File: config.mk
export PLATFORM = sky130hd
export DESIGN_NAME = odd_even_counter
export DESIGN_NICKNAME = d
export VERILOG_FILES = /design/src/rtl/odd_even_counter_pkg.sv /design/src/rtl/odd_even_next.sv /design/src/rtl/odd_even_counter.sv
export SDC_FILE = /design/constraint.sdc
export NUM_CORES = 1
export LEC_CHECK = 0
export ABC_AREA = 0
export CORE_AREA = 2 2 39 41
export DETAILED_ROUTE_END_ITERATION = 8
export DIE_AREA = 0 0 41 43
export DONT_BUFFER_PORTS = 1
export SYNTH_ARGS = -nofsm -noshare
export SYNTH_HDL_FRONTEND = slang
export SYNTH_SLANG_ARGS = --single-unit
export TNS_END_PERCENT = 30
File: constraint.sdc
create_clock -name Clock -period 4.05 [get_ports Clock]
set_input_delay 0.405 -clock Clock [delete_from_list [all_inputs] [get_ports Clock]]
set_output_delay 0.405 -clock Clock [all_outputs]
set_load 0.1 [all_outputs]
File: src/rtl/odd_even_counter_pkg.sv
// Shared constants and helpers for the odd/even step-by-two counter.
package odd_even_counter_pkg;

    localparam logic MODE_EVEN = 1'b0;
    localparam logic MODE_ODD  = 1'b1;
    localparam int   CNT_W_DEF = 4;

    function automatic logic parity_match(input logic q_lsb, input logic mode);
        return q_lsb == mode;
    endfunction

endpackage

File: src/rtl/odd_even_next.sv
// Next-count rule: step by two when Q parity matches the mode, otherwise step by
// one to land on the requested parity.
module odd_even_next
    import odd_even_counter_pkg::*;
#(
    parameter int WIDTH = CNT_W_DEF
) (
    input  logic [WIDTH-1:0] q,
    input  logic             m,
    output logic [WIDTH-1:0] q_next
);

    logic             match;
    logic [WIDTH-1:0] step;

    always_comb begin
        match   = parity_match(q[0], m);
        step    = '0;
        step[1] = match;
        step[0] = !match;
        // Carry out of the MSB drops, giving the modulo-2^WIDTH wrap.
        q_next  = q + step;
    end

endmodule

File: src/rtl/odd_even_counter.sv
// Step-by-two counter producing the even or odd sequence chosen by M.
// Define ODD_EVEN_COUNTER_TC_EN to add the registered terminal-count output tc.
module odd_even_counter
    import odd_even_counter_pkg::*;
#(
    parameter int WIDTH = CNT_W_DEF
) (
    input  logic             Clock,
    input  logic             Clear,
    input  logic             M,
`ifdef ODD_EVEN_COUNTER_TC_EN
    output logic             tc,
`endif
    output logic [WIDTH-1:0] Q
);

    logic [WIDTH-1:0] q_q;
    logic [WIDTH-1:0] q_d;

    odd_even_next #(
        .WIDTH (WIDTH)
    ) u_next (
        .q      (q_q),
        .m      (M),
        .q_next (q_d)
    );

    always_ff @(posedge Clock) begin
        if (Clear) begin
            q_q <= '0;
        end else begin
            q_q <= q_d;
        end
    end

    assign Q = q_q;

`ifdef ODD_EVEN_COUNTER_TC_EN
    logic tc_q;
    logic tc_d;

    // Last value of the active sequence: all ones with the LSB equal to the mode.
    always_comb begin
        tc_d = (q_d == {{(WIDTH-1){1'b1}}, M});
    end

    always_ff @(posedge Clock) begin
        if (Clear) begin
            tc_q <= 1'b0;
        end else begin
            tc_q <= tc_d;
        end
    end

    assign tc = tc_q;
`endif

endmodule

== After elaboration in Yosys (flattened, before gate mapping) ==
Cells that the tools add are included.

* Bits of input ports: 3
* Memories: 0
* RAM bits: 0
* Flip-flop bits (word level): 4
* Word-level logic and storage cells: 4
* Bits in latches: 0
* Bits in read-only memories: 0

* Add/sub/neg operators: 1
* $lt $le $gt $ge: 0
* Bitwise logic cells: 0
* Eq/ne operators: 1
* $mul: 0
* Div/mod/pow operators: 0
* Mux-type cells: 0
* Shift operators: 0
* Reductions and logical operators: 1

{| class="wikitable"
|+ Operators by type and width
! cell !! number
|-
| 4-bit by 2-bit adder with 4-bit output || 1
|-
| 1-bit == test || 1
|-
| 1-bit logical NOT || 1
|}

== Longest topological paths before layout ==
* Depth after elaboration: 3
* Depth in mapped cells: 6

== Cells and area by module ==
Synthesis repeated with hierarchy kept, for this count alone.

* Cells, all modules: 19
* Area, all modules: 203.9 µm²

{| class="wikitable"
|+ By module, submodules not included
! module !! seq. area each (µm²) !! area each (µm²) !! cells an instance !! instances
|-
| odd_even_counter || 80.1 || 105.1 || 8 || 1
|-
| odd_even_next || 0.0 || 98.8 || 11 || 1
|}

== Least setup slack after synthesis ==
Ideal clock, no wire load.

* Path kind: register to register
* Start: reg q_q[0] (netlist: Q[0])
* End: reg q_q[3] (netlist: Q[3])
* Data required time: 3.980 ns
* Setup time: 0.070 ns
* Arrival: 2.148 ns
* Stages on the path, launching flop included: 6
* Setup slack: 1.832 ns
* Buffers on the path: 0
* Cell sequence: dfxtp_1 -> ha_1 -> ha_1 -> a21oi_1 -> or3_1 -> a21oi_1

* Longest elaborated chain between the ends: 3

{| class="wikitable"
|+ RTL lines
! what !! line !! RTL
|-
| start, declared || odd_even_counter.sv:17 || <nowiki>logic [WIDTH-1:0] q_q;</nowiki>
|-
| start signal, assigned || odd_even_counter.sv:32 || <nowiki>q_q <= q_d;</nowiki>
|-
| 1-bit == test || odd_even_counter_pkg.sv:9 || <nowiki>return q_lsb == mode;</nowiki>
|-
| 1-bit logical NOT || odd_even_next.sv:20 || <nowiki>step[0] = !match;</nowiki>
|-
| 4-bit by 2-bit adder with 4-bit output (*) || odd_even_next.sv:22 || <nowiki>q_next = q + step;</nowiki>
|}

Every way passes the cells marked *; elsewhere a longest branch is shown, timed or not.
A chain may end at the register's enable or synchronous reset.

== Final worst setup path ==
* Start: reg q_q[1] (netlist: Q[1])
* End: reg q_q[3] (netlist: Q[3])

* Longest elaborated chain between the ends: 1

{| class="wikitable"
|+ RTL lines
! what !! line
|-
| 4-bit by 2-bit adder with 4-bit output || odd_even_next.sv:22
|}

No other way between the ends.

==> flow_summary.yaml <==
logic_synthesis:
  syn_nets: 24
  netlist_area_um2: 185
  synth_seq_cells: 4
  synth_area_leaders: "dfxtp_1 43%, ha_1 14%, fa_1 11%, a21oi_1 5.4%, xnor2_1 4.7%"
  synth_cell_types: 11
  yosysTopAreaCellShare_pct: 43.2
  synth_cells: 18
  synth_top_area_cell: "dfxtp_1"
  yosys_warnings: 0
  synth_seq_area_share_pct: 43.2
  synth_area_per_cell_um2: 10.3
finish:
  layout-drive-gt1-share_pct: 18.2
  multi_input_area_um2: 97.6
  antenna_cells: 0
  fillers: 158
  regArea_um2: 80.1
  synthToLayoutAreaGrowth_pct: 27.0
  finalNetCount: 30
  largest_reg_flops: 4
setup_path:
  critPathMaxFanout: 3
  rr_startpoint: "Q[1]"
  critPathCaptureType: "flip-flop"
  r2r_slack_ns: 2.20
  cp-start-kind: "flip-flop"
  reg2reg_depth: 4
  crit_arrival_ns: 2.02
  path_class: "flip-flop to flip-flop"
  required_ns: 4.22
  timing.rr.end: "Q[3]"
global_routing:
  grt_max_degree: 5
  grt_util_all_layers_pct: 5.32
  globalRouteOverflowTotal: 0
  grt_first_pass_wirelength_um: 489
  grt_antenna_before_repair: 0
  first_global_vias: 120
floorplan:
  start_util_pct: 13.4
  fp.dieW_um: 41
  chipHeight_um: 43
  rows: 14
  io-pin-count: 7
  fp.dieArea_um2: 1760
  core_um2: 1380
worst_hold_path:
  worstHoldStart: "Clear"
  hp-class: "primary input to flip-flop"
  min_path_cells: 1
  hold_end: "Q[1]"
placed_design:
  port_buffers: 0
  routabilityCongestion: 0.544
sta:
  setup_viol: 0
  fin_skew_ns: 0.00465
  tightest_slew_ns: 1.03
  drv_slew: 0
  rsz0062_at_grt: "false"
  hold_ws_ns: 0.231
  slew_headroom_pct: 31.0
  period_share_pct: 45.8
  fmax_mhz: 539
  hold_viol_final: 0
  tns_ns: 0
  fin_crit_ns: 1.85
route:
  initialDrtViolationCount: 2
  wl_per_cell_um: 8.39
  viasPerCell: 3.32
  ant_nets: 0
  post-route-drc-count: 0
  drt_first_pass_iters: 3
  wirelength_um: 319
  via_count: 126
clock_network:
  cts.sinks: 4
  cts_setup_buffers: 0
  h-tree-depth: 1
  clockBufferDepth: 2
  cts.clk_slew.worst_paths_ns: 0.04
  worst_skew_pair.late_latency_ns: 0.24
  ctsHoldBuffers: 0
  clock-root-buffer: "clkbuf_4"
  cts-resized-gates: 0
  cts_tree: "yes"
  numCtsBuffers: 3
run_status:
  status: "finished, final reports clean"
run:
  maxCapViolations: 0
## layout by cell type (no fill, tap or decap)
cell type / n
o21ai_0: 1
ha_1: 2
inv_1: 2
fa_1: 1
xnor2_1: 1
a21oi_1: 2
dfxtp_1: 4
or3_1: 1
xor2_1: 1
buf_4: 1
nor2_1: 2
nor2b_1: 1
clkbuf_4: 3
## routing by layer
layer | up-vias | part of all wire [%] | track usage (%)
li1 | 66 | - | -
met1 | 54 | 46 | 5.14
met2 | 6 | 42 | 4.38
met3 | 0 | 12 | 7.33
met4 | 0 | 0 | 6.00
met5 | - | 0 | 0
## cells by family (layout without fill, tap and decap cells)
logic type	Yosys count	in the layout	synth area share [%]
DFF	4	4	43.2
adders and majority gates	3	3	24.3
and+or+nand+nor	4	4	10.8
xor gates and xnor gates	2	2	9.46
AOI/OAI and AO/OA	3	3	8.11
buffers and inverters	2	6	4.06
## final cells by class
class	count	share of cell area, %
clock buffer	3	9.57
inverter	2	3.19
multi-input combinational	12	41.5
sequential	4	34.0
tap	16	8.51
timing repair buffer	1	3.19
## stage by stage
step / utilization [%] / area [um^2] / worst slack [ns] / std cells
3_3_place_gp: 15.4 / 213 / 2.22 / 35
4_1_cts: 17.0 / 235 / 2.19 / 38
2_1_floorplan: - / 185 / 1.83 / 18
3_5_place_dp: 15.4 / 213 / 2.21 / 35
6_report: 17.0 / 235 / 2.20 / 38
5_1_grt: 17.0 / 235 / 2.08 / 38
## critical path, cell delays in order, from the launching register on
cell and delay (ns):
dfxtp_1 1.00, ha_1 0.38, a21oi_1 0.15, o21ai_0 0.09, a21oi_1 0.17
## synth_stat cells (all sizes together)
library cell	count
or3	1
a21oi	2
xor2	1
inv	2
o21ai	1
fa	1
dfxtp	4
nor2b	1
xnor2	1
ha	2
nor2	2
## worst max path at each step
stage | start | end | slack, ns | depth (start not counted)
2_1_floorplan | Q[0] | Q[3] | 1.83 | 5
3_3_place_gp | Q[1] | Q[3] | 2.22 | 4
3_5_place_dp | Q[1] | Q[3] | 2.21 | 4
4_1_cts | Q[1] | Q[3] | 2.19 | 4
5_1_grt | Q[1] | Q[3] | 2.08 | 4
6_report | Q[1] | Q[3] | 2.20 | 4
Power is left out: the tool's default activity adds up to more than one toggle a clock period on the data nets, which glitch-free logic cannot reach.
